File: src/rtl/enc_cnt_array.sv
// enc_cnt_array: N-channel encoder A-edge counter, window set by a selected Z.
// Define ENC_PERIOD_EN to add the per-window CLK-cycle period output O_PERIOD.
module enc_cnt_array #(
  parameter int N_CH        = 2,
  parameter int CNT_W       = 64,
  parameter int SYNC_STAGES = 2,
  parameter int SEL_W       = (N_CH > 1) ? $clog2(N_CH) : 1
) (
  input  logic                  CLK,
  input  logic                  I_RSTN,
  input  logic                  I_ARM,
  input  logic [SEL_W-1:0]      I_SEL,
  input  logic [N_CH-1:0]       I_A,
  input  logic [N_CH-1:0]       I_Z,
  output logic [N_CH-1:0]       O_A,
  output logic [N_CH-1:0]       O_Z,
  output logic                  O_ARM,
  output logic [SEL_W-1:0]      O_SEL,
`ifdef ENC_PERIOD_EN
  output logic [N_CH*CNT_W-1:0] O_PERIOD,
`endif
  output logic [N_CH*CNT_W-1:0] O_CNT,
  output logic [N_CH-1:0]       O_READY,
  output logic [N_CH-1:0]       O_OVERFLOW
);

  localparam int IN_W = 2 * N_CH + 1;
  localparam logic [CNT_W-1:0] CNT_MAX = '1;
  localparam logic [CNT_W-1:0] CNT_ONE = CNT_W'(1);

  typedef enum logic [1:0] {
    IDLE,
    WAIT_Z,
    COUNT
  } st_e;

  logic [SYNC_STAGES-1:0][IN_W-1:0] sync_q, sync_d;
  logic [IN_W-1:0] prev_q, prev_d;
  logic [IN_W-1:0] in_s, rise;

  logic [N_CH-1:0] a_rise, z_rise;
  logic            arm_rise, arm_lvl, z_ref;

  st_e st_q [N_CH];
  st_e st_d [N_CH];

  logic [N_CH-1:0][CNT_W-1:0] cnt_q, cnt_d;
  logic [N_CH-1:0][CNT_W-1:0] out_q, out_d;
  logic [N_CH-1:0][CNT_W-1:0] inc;
  logic [N_CH-1:0]            at_max;
  logic [N_CH-1:0]            rdy_q, rdy_d;
  logic [N_CH-1:0]            ovf_q, ovf_d;

`ifdef ENC_PERIOD_EN
  logic [N_CH-1:0][CNT_W-1:0] per_q, per_d;
  logic [N_CH-1:0][CNT_W-1:0] pout_q, pout_d;
  logic [N_CH-1:0][CNT_W-1:0] pinc;
`endif

  assign O_A   = I_A;
  assign O_Z   = I_Z;
  assign O_ARM = I_ARM;
  assign O_SEL = I_SEL;

  always_comb begin
    sync_d[0] = {I_ARM, I_Z, I_A};
    for (int i = 1; i < SYNC_STAGES; i++) begin
      sync_d[i] = sync_q[i-1];
    end
  end

  assign in_s   = sync_q[SYNC_STAGES-1];
  assign prev_d = in_s;
  assign rise   = in_s & ~prev_q;

  assign a_rise   = rise[N_CH-1:0];
  assign z_rise   = rise[2*N_CH-1:N_CH];
  assign arm_rise = rise[IN_W-1];
  assign arm_lvl  = in_s[IN_W-1];

  // Out-of-range select yields no reference edge, so no windows.
  always_comb begin
    z_ref = 1'b0;
    for (int k = 0; k < N_CH; k++) begin
      if (int'(I_SEL) == k) begin
        z_ref = z_rise[k];
      end
    end
  end

  always_comb begin
    for (int k = 0; k < N_CH; k++) begin
      at_max[k] = (cnt_q[k] == CNT_MAX);
      inc[k]    = (a_rise[k] && !at_max[k]) ?
                  cnt_q[k] + CNT_ONE : cnt_q[k];
`ifdef ENC_PERIOD_EN
      pinc[k]   = (per_q[k] == CNT_MAX) ?
                  per_q[k] : per_q[k] + CNT_ONE;
`endif
    end
  end

  always_comb begin
    st_d  = st_q;
    cnt_d = cnt_q;
    out_d = out_q;
    ovf_d = ovf_q;
    rdy_d = '0;
`ifdef ENC_PERIOD_EN
    per_d  = per_q;
    pout_d = pout_q;
`endif
    for (int k = 0; k < N_CH; k++) begin
      if (!arm_lvl) begin
        st_d[k]  = IDLE;
        cnt_d[k] = '0;
`ifdef ENC_PERIOD_EN
        per_d[k] = '0;
`endif
      end else begin
        unique case (st_q[k])
          IDLE: begin
            if (arm_rise) begin
              st_d[k]  = WAIT_Z;
              cnt_d[k] = '0;
              ovf_d[k] = 1'b0;
`ifdef ENC_PERIOD_EN
              per_d[k] = '0;
`endif
            end
          end
          WAIT_Z: begin
            if (z_ref) begin
              st_d[k]  = COUNT;
              cnt_d[k] = CNT_W'(a_rise[k]);
`ifdef ENC_PERIOD_EN
              per_d[k] = '0;
`endif
            end
          end
          COUNT: begin
            if (a_rise[k] && at_max[k]) begin
              ovf_d[k] = 1'b1;
            end
            // Closing edge reports and reopens in the same cycle.
            if (z_ref) begin
              out_d[k] = inc[k];
              rdy_d[k] = 1'b1;
              cnt_d[k] = '0;
`ifdef ENC_PERIOD_EN
              pout_d[k] = pinc[k];
              per_d[k]  = '0;
`endif
            end else begin
              cnt_d[k] = inc[k];
`ifdef ENC_PERIOD_EN
              per_d[k] = pinc[k];
`endif
            end
          end
          default: st_d[k] = IDLE;
        endcase
      end
    end
  end

  always_ff @(posedge CLK or negedge I_RSTN) begin
    if (!I_RSTN) begin
      sync_q <= '0;
      prev_q <= '0;
      st_q   <= '{default: IDLE};
      cnt_q  <= '0;
      out_q  <= '0;
      rdy_q  <= '0;
      ovf_q  <= '0;
`ifdef ENC_PERIOD_EN
      per_q  <= '0;
      pout_q <= '0;
`endif
    end else begin
      sync_q <= sync_d;
      prev_q <= prev_d;
      st_q   <= st_d;
      cnt_q  <= cnt_d;
      out_q  <= out_d;
      rdy_q  <= rdy_d;
      ovf_q  <= ovf_d;
`ifdef ENC_PERIOD_EN
      per_q  <= per_d;
      pout_q <= pout_d;
`endif
    end
  end

  assign O_CNT      = out_q;
  assign O_READY    = rdy_q;
  assign O_OVERFLOW = ovf_q;
`ifdef ENC_PERIOD_EN
  assign O_PERIOD   = pout_q;
`endif

endmodule

File: config.mk
export PLATFORM = sky130hd
export DESIGN_NAME = enc_cnt_array
export DESIGN_NICKNAME = d
export VERILOG_FILES = /design/src/rtl/enc_cnt_array.sv
export SDC_FILE = /design/constraint.sdc
export NUM_CORES = 1
export LEC_CHECK = 0
export BUFFER_PORTS_ARGS = -buffer_cell sky130_fd_sc_hd__buf_2
export CAP_MARGIN = 15
export CORE_MARGIN = 1.5
export CORE_UTILIZATION = 46
export CTS_BUF_LIST = sky130_fd_sc_hd__clkbuf_2 sky130_fd_sc_hd__clkbuf_4 sky130_fd_sc_hd__clkbuf_8
export DETAILED_ROUTE_END_ITERATION = 16
export PLACE_DENSITY = 0.73
export SETUP_SLACK_MARGIN = 0.02
export SYNTH_ARGS = -nofsm -noshare
export SYNTH_HDL_FRONTEND = slang
export SYNTH_SLANG_ARGS = --single-unit
File: constraint.sdc
create_clock -name CLK -period 2.4 [get_ports CLK]
set_input_delay 0 -clock CLK [delete_from_list [all_inputs] [get_ports CLK]]
set_output_delay 0 -clock CLK [all_outputs]
set_load 0.05 [all_outputs]
After elaboration in Yosys (flattened, before gate mapping) --
Index checks and enable logic that the tools add are counted.
Word-level totals: word-level logic and storage cells 80, flip-flop bits (word level) 279
Cells by class: reduce and logical (&&, ||, !) cells 18, equality and inequality tests 18, multiplexer cells 28, $add $sub $neg 2, bitwise logic cells 2
Operators with widths (count):
- $mux 64 | 9
- $pmux 64 s3 | 2
- $add 64x1->64 const B | 2
- $eq 64x64->1 const B | 2
- $reduce_and 3->1 | 6
- $ne 2x2->1 const B | 6
- $ne 3x3->1 const B | 4
- $pmux 2 s3 | 2
- $mux 1 | 9
- $mux 2 | 4
- $ne 4x1->1 const B | 2
- $reduce_and 4->1 | 2
- $and 5x5->5 | 1
- $not 5->5 | 1
- $eq 2x1->1 const B | 2
- $eq 2x2->1 const B | 2
- $logic_and 1x1->1 | 4
- $logic_not 2->1 | 2
- $pmux 1 s2 | 2
- $reduce_bool 2->1 | 2
- $logic_not 1->1 | 2

Longest topological paths before layout --
Gate-level depths: netlist of run 1.
depth after elaboration 7, gate-level depth with buffers 11

Least setup slack after synthesis of run 1 --
No wires, ideal clock.
path type reg2reg, start point register cnt_q[0] (netlist bit), end point register out_q, in the netlist O_CNT[55], clock period less this slack 2434 ps, path buffers 3, cell stages (with the launch flop) 11, arrival time 2352 ps, library setup time 82 ps, slack -34 ps, cells stage by stage dfrtp_1 -> ha_1 -> and3_1 -> and4_1 -> buf_2 -> and2_0 -> buf_2 -> a211o_1 -> buf_2 -> or3_1 -> a31oi_1
On the way: longest elaborated chain between the ends 4, elaborated cells between the ends (all ways) 5, classes of those cells add/sub: 1; eq/ne: 1; mux: 1; reduce/logical: 2
Ends and longest elaborated chain:
- start, declared | line 47 | logic [N_CH-1:0][CNT_W-1:0] cnt_q, cnt_d;
- start signal, assigned | line 184 | cnt_q <= cnt_d;
- parallel branches: the longest is 3 deep, another holds $add 64x1->64
- $mux 64 (*) | line 94 | inc[k] = (a_rise[k] && !at_max[k]) ?
- end signal, assigned | line 185 | out_q <= out_d;
- end, declared | line 48 | logic [N_CH-1:0][CNT_W-1:0] out_q, out_d;
Every way passes the cells marked *. A chain may end at the register's enable or synchronous reset.

Worst setup path after layout of run 1 --
start point register cnt_q[26] (netlist bit), end point register out_q, in the netlist O_CNT[50]
The elaborated chain is that of the path after synthesis.

==> impl_metrics.json, run 1 <==
{
  "criticalPathCategory": "register to register",
  "timing.final.crit_period_ns": 2.39,
  "drt-wirelength-per-cell_microns": 20.2,
  "finalSetupViolations": 0,
  "status": "complete, no violations",
  "cellLeakagePower_nw": 9.30,
  "worst-endpoint-arrival_ns": 2.98,
  "post-synth-top-area-fraction": 0.437,
  "dpl.cell_count": 2552,
  "syn_inst": 1819,
  "initialDrtViolationCount": 1652,
  "top_level_ports": 146,
  "die_h_microns": 189,
  "via_count_of_the_first_global_routing_pass": 15500,
  "max_slew_margin": 0.638,
  "total_negative_slack_ns": 0,
  "synth_area_sq_um": 16000,
  "detailed_route_drc_error_count": 0,
  "grt_setup_unrepaired": "yes",
  "cp_capture_type": "register",
  "syn_area_per_cell_sq_um": 8.79,
  "clockRootBuffer": "sky130_fd_sc_hd__clkbuf_8",
  "gpl.final_weighted_congestion": 0.991,
  "antenna-diode-count": 0,
  "grt_usage": 0.301,
  "areaGrowthSynthToFinish_pct": 31.8,
  "postSynthRegisterBits": 279,
  "hp-class": "primary input to async pin",
  "drv_slew": 0,
  "post-synth-top-area-cell": "sky130_fd_sc_hd__dfrtp_1",
  "total_detailed_routing_wirelength_mm": 54.3,
  "yosysMostFrequentCell": "sky130_fd_sc_hd__dfrtp_1",
  "critical_path.max_fanout": 9,
  "first_pass_detailed_route_iteration_total": 5,
  "maxClockFrequency_mhz": 418,
  "startpoint_type": "register",
  "final_core_utilization": 0.613,
  "overflow": 0,
  "initial_utilization": 0.465,
  "post_synth_num_cell_types": 87,
  "die-width_microns": 189,
  "synth_top_flop_cell": "sky130_fd_sc_hd__dfrtp_1",
  "hold_violations": 0,
  "cts_inserted_buffers": 49,
  "fillerInstances": 2941,
  "final_cells": 2688,
  "vdd_drop_max_mv": 0.536,
  "synth_enable_flop_cells": 0,
  "synth.cells.most_frequent": "sky130_fd_sc_hd__dfrtp_1, sky130_fd_sc_hd__nand2_1, sky130_fd_sc_hd__o21ai_0",
  "ys_top_cells_by_area": "sky130_fd_sc_hd__dfrtp_1, sky130_fd_sc_hd__nand2_1, sky130_fd_sc_hd__o21ai_0",
  "maximum_number_of_pins_on_one_net_before_global_route_repair": 79,
  "total_power_w": 0.0118,
  "synthArstFlopShare": 1.00,
  "cts_tree": "yes",
  "final_layout_size_suffix_gt1_frac": 0.313,
  "placed_area_sq_um": 19000,
  "post_route_clock_period_utilization": 0.998,
  "detailed_place_hpwl_mm": 37.8,
  "die_area_sq_um": 35900,
  "design.final.nets": 2212,
  "multi_input_comb_area_sq_um": 8690,
  "clk-insertion-delay-late_ns": 0.67,
  "rows": 68,
  "cts.htree.levels": 2,
  "yosysSeqAreaShare": 0.437,
  "critical_path_rt_ns": 2.99,
  "power.density_nw_per_um2": 559,
  "drt.antenna.violating_nets": 0,
  "vias_per_cell": 6.14,
  "port_buffers": 145,
  "synthesis.nets": 1837,
  "design.core.area_sq_um": 34400,
  "clkTransAtPathRegs_ns": 0.07,
  "final_area_sq_um": 21100,
  "grt_first_pass_wirelength_mm": 85.5,
  "regArea_sq_um": 7000,
  "routed_via_count": 16500,
  "finalClockSkew_ns": 0.0615,
  "ctsLongestPathBuffers": 3,
  "tritoncts_num_sinks": 279,
  "grt_antenna_before_repair": 1,
  "max_cap_violations": 0,
  "synth.yosys.warnings": 0,
  "max_slew.worst_pin.slew_ns": 0.543
}
-- placed cells by master, fill, tap and decap left out, drive strengths merged, types with 5 or more instances in the layout --
master       count
buf            470
dfrtp          279
nand2          238
o21ai          158
nand3          120
a31oi           88
clkbuf          76
nand4           74
nor2            70
a21oi           66
xnor2           57
o211ai          55
or4             55
nor4            43
nor3            39
inv             37
or3             30
and3            22
and4            20
a21o            14
a211oi          14
nand2b          12
xor2            12
o311ai          12
o31ai           11
and2            11
dlygate4sd3     10
ha              10
a211o           10
a41oi            9
clkinv           9
nand3b           8
o211a            8
mux2i            8
o31a             6
a32o             5
o41ai            5
or2              5
a2111oi          5
-- through the flow --
stage | hold WS (ns) | setup WS (ns)
after floorplan | -0.296 | 0.0453
after global placement | -0.0214 | -0.116
after detailed placement | -0.0242 | -0.0849
after CTS | 0.0168 | 0.00323
after global routing | 0.0238 | -0.0720
final | 0.0230 | 0.00574
-- path summary, 6_finish.rpt --
check	from	end	slack [ns]	cells after the start
max in group asynchronous	I_RSTN	O_CNT[14]	1.97	3
min in group CLK	I_A[1]	sync_d[6]	0.04	2
worst min register to register	sync_d[7]	in_s[2]	0.35	0
worst min-delay path	I_RSTN	O_CNT[85]	0.02	3
worst max register to register	cnt_q[26]	O_CNT[50]	0.006	8
worst max-delay path	cnt_q[26]	O_CNT[50]	0.006	8
-- sequential cells by signal (all words and copies together) (netlist names) --
name	cells
O_CNT	128
sync_d	5
in_s	5
cnt_q	128
O_OVERFLOW	2
O_READY	2
st_q	4
prev_q	5
-- per-layer routing --
layer | part of all wire | wire length [microns] | vias to the layer above | track usage
li1 | - | - | 7583 | -
met1 | 0.44 | 23900 | 7957 | 0.432
met2 | 0.44 | 24000 | 827 | 0.448
met4 | 0.028 | 1520 | 2 | 0.104
met3 | 0.089 | 4860 | 123 | 0.0645
met5 | 0.00015 | 8 | - | 0
-- repair_timing --
action | in CTS | in global routing
pin swaps | 3 | 34
gates resized for setup | 17 | 114
hold buffers | 11 | 0
hold endpoints to repair | 284 | 0
buffers inserted | 5 | 30
setup endpoints to repair | 42 | 180
-- power by group --
part / total [W] / internal, W / switching [W]
Clock: 0.00513 / 0.00297 / 0.00216
Combinational: 0.00170 / 0.000453 / 0.00125
Sequential: 0.00496 / 0.00484 / 0.000118
Total: 0.0118 / 0.00826 / 0.00352
-- cell families after synthesis --
logic type / after synthesis / share of synthesized area
AOI/OAI and AO/OA: 498 / 0.203
DFF: 279 / 0.437
muxes: 8 / 0.00501
buffers and inverters: 193 / 0.0523
xor gates and xnor gates: 69 / 0.0378
and+or+nand+nor: 762 / 0.258
adders and majority gates: 10 / 0.00782
-- critical path, stage by stage (launching register included) --
cell                        delay [ns]
sky130_fd_sc_hd__dfrtp_1          0.42
sky130_fd_sc_hd__and4_1           0.25
sky130_fd_sc_hd__nand4_1          0.22
sky130_fd_sc_hd__nor4_2           0.36
sky130_fd_sc_hd__buf_4            0.18
sky130_fd_sc_hd__o2111ai_1        0.12
sky130_fd_sc_hd__buf_4            0.19
sky130_fd_sc_hd__or4_1            0.47
sky130_fd_sc_hd__nand3_1          0.11
-- cell type report --
cell class              instances  area share
clock buffers                  75      0.0451
clock inverters                15     0.00890
inverters                      36     0.00641
multi-input cells            1347       0.412
flip-flops and latches        279       0.332
well taps                     455      0.0270
repair buffers                481       0.169
Power figures use the tool's default switching activity.
==> run 2, diff against run 1 <==
CORE_UTILIZATION = 45   (was 46)
PLACE_DENSITY = 0.72   (was 0.73)
SLEW_MARGIN = 40   (was not set)
==> run 2 against run 1 <==
Effect of this change:
- the flow now finishes with violations (setup timing)
- total power is 3.4% higher
- combinational power increased by 4%
- core utilization is 0.25 points higher
- sequential cell count did not move
- clock skew fell by 0.038 ns
- cell count grew 0.48%
- setup slack worse by 0.011 ns
- sequential power is essentially flat
- largest cell class unchanged
==> impl_metrics.json, run 2 (same netlist as run 1, synthesis figures left out) <==
{
  "routed_via_count": 16800,
  "detailed_route_drc_error_count": 0,
  "die-width_microns": 192,
  "clkTransAtPathRegs_ns": 0.06,
  "routed-wl-met2_mm": 24.7,
  "design.final.nets": 2225,
  "post_route_clock_period_utilization": 1.00,
  "timing.rr.start": "cnt_q[38]",
  "die_area_sq_um": 36700,
  "critical_path.most_common_cell": "sky130_fd_sc_hd__buf_4",
  "via_count_of_the_first_global_routing_pass": 15500,
  "top_level_ports": 146,
  "initialDrtViolationCount": 1741,
  "cellLeakagePower_nw": 9.46,
  "ff2ff_path_depth": 10,
  "pre_cts_slack_ns": -0.103,
  "maximum_number_of_pins_on_one_net_before_global_route_repair": 70,
  "max_slew_margin": 0.570,
  "grt_antenna_before_repair": 1,
  "critical_path_rt_ns": 2.90,
  "drv_slew": 0,
  "reg2reg_to": "cnt_q[0]",
  "total_power_w": 0.0122,
  "startpoint_type": "register",
  "areaGrowthSynthToFinish_pct": 34.0,
  "design.core.area_sq_um": 34800,
  "final_layout_size_suffix_gt1_frac": 0.318,
  "vias_per_cell": 6.22,
  "drt.antenna.violating_nets": 0,
  "wl_met1_mm": 24.6,
  "hold_violations": 0,
  "die_h_microns": 192,
  "layout_commonest_cell": "sky130_fd_sc_hd__buf_4",
  "grt_setup_unrepaired": "yes",
  "cp_slowest_cell": "sky130_fd_sc_hd__dfrtp_2",
  "critical_path.cell_chain": "nand4_1 -> nor4_2 -> buf_4 -> nand4_1 -> buf_4 -> clkbuf_16 -> o211ai_1 -> buf_4 -> o22ai_2 -> a21o_1",
  "cts_inserted_buffers": 52,
  "min_delay_endpoint": "sync_d[5]",
  "grt_usage": 0.296,
  "ff2ff_setup_slack_ns": -0.005,
  "cts.htree.levels": 2,
  "clockRootBuffer": "sky130_fd_sc_hd__clkbuf_8",
  "grt_first_pass_wirelength_mm": 85.5,
  "timing.final.crit_period_ns": 2.41,
  "gpl.final_weighted_congestion": 0.968,
  "critical-path-max-stage-delay_ns": 0.40,
  "topRoutingLayerUsed": "met5",
  "max_cap_violations": 0,
  "overflow": 0,
  "tritoncts_num_sinks": 279,
  "power.density_nw_per_um2": 569,
  "initial_utilization": 0.460,
  "mostFrequentLayoutCells": "sky130_fd_sc_hd__buf_4, sky130_fd_sc_hd__dfrtp_1, sky130_fd_sc_hd__nand2_1",
  "first_pass_detailed_route_iteration_total": 9,
  "critical_path.max_fanout": 9,
  "port_buffers": 145,
  "finalSetupViolations": 4,
  "max_slew.worst_pin.slew_ns": 0.645,
  "ctsLongestPathBuffers": 3,
  "vdd_drop_max_mv": 0.457,
  "hp-class": "primary input to register",
  "maxClockFrequency_mhz": 416,
  "cp_num_cells": 10,
  "met3WireLength_mm": 5.51,
  "total_detailed_routing_wirelength_mm": 56.1,
  "placed_area_sq_um": 19100,
  "violations": "setup timing",
  "clk-insertion-delay-late_ns": 0.62,
  "finalWorstSetupSlack_ns": -0.00515,
  "cts_tree": "yes",
  "rows": 68,
  "status": "finished with violations",
  "final_core_utilization": 0.616,
  "criticalPathCategory": "register to register",
  "cp_capture_type": "register",
  "finalClockSkew_ns": 0.0231,
  "worst-endpoint-arrival_ns": 2.91,
  "drt-wirelength-per-cell_microns": 20.8,
  "min_path_cells": 2,
  "antenna-diode-count": 0,
  "worst_hold_startpoint": "I_A[0]",
  "timing.critical_path.max_delay_family": "simple AND/OR/NAND/NOR gates",
  "timing.critical_path.buf_inv": 4,
  "final_area_sq_um": 21400,
  "detailed_place_hpwl_mm": 38.6
}
==> run 2: cell count changes in the layout (fill, tap and decap cells not counted), sizes merged <==
cell and delta:
a2111o +1, a211o +1, buf +10, bufinv +1, clkbuf +5, clkinvlp +1, dlygate4sd3 -3, inv -3
==> run 2: area by class of cell <==
| cell class | count | area [sq um] |
|---|---|---|
| clock buffer | 79 | 1040 |
| clock inverter | 14 | 200 |
| timing repair buffer | 489 | 3680 |
| fill | 2952 | 13400 |
| inverter | 36 | 136 |
| sequential | 279 | 6990 |
| tap | 455 | 569 |
| multi-input combinational | 1349 | 8810 |
==> run 2: per-stage QoR <==
step,hold slack [ns],setup TNS (ns),instances
after floorplan,-0.296,0,1819
after global placement,0.00743,-0.194,2559
after detailed placement,0.0114,-0.796,2559
after CTS,0.0241,0,2663
after global routing,0.0368,-2.58,2701
final,0.0497,-0.0170,2701
==> run 2: metal layers <==
layer | global-route usage | up-vias
li1 | - | 7608
met1 | 0.438 | 8161
met2 | 0.442 | 917
met3 | 0.0514 | 123
met4 | 0.0832 | 2
met5 | 0 | -
==> run 2: power by group <==
| group | internal (W) | total [W] | switching (W) |
|---|---|---|---|
| clock network | 0.00330 | 0.00548 | 0.00218 |
| logic | 0.000492 | 0.00177 | 0.00128 |
| registers | 0.00484 | 0.00494 | 0.000104 |
| total | 0.00863 | 0.0122 | 0.00356 |
==> run 2: repair_timing <==
action                                 4_1_cts  5_1_grt
endpoints found under the hold margin      284        0
gates cloned                                 0        4
hold buffers                                 8        0
buffers inserted                             3       34
pin swaps                                    5       44
setup endpoints to repair                   55      161
resized for setup                           20      133
==> run 2: worst max-delay path by stage <==
| stage | startpoint | endpoint | slack (ns) |
|---|---|---|---|
| 2_1_floorplan | cnt_q[0] | O_CNT[55] | 0.05 |
| 3_3_place_gp | cnt_q[38] | O_CNT[61] | -0.06 |
| 3_5_place_dp | cnt_q[53] | cnt_q[54] | -0.10 |
| 4_1_cts | cnt_q[105] | O_CNT[85] | 0.03 |
| 5_1_grt | cnt_q[38] | O_CNT[7] | -0.1 |
| 6_report | cnt_q[38] | cnt_q[0] | -0.005 |
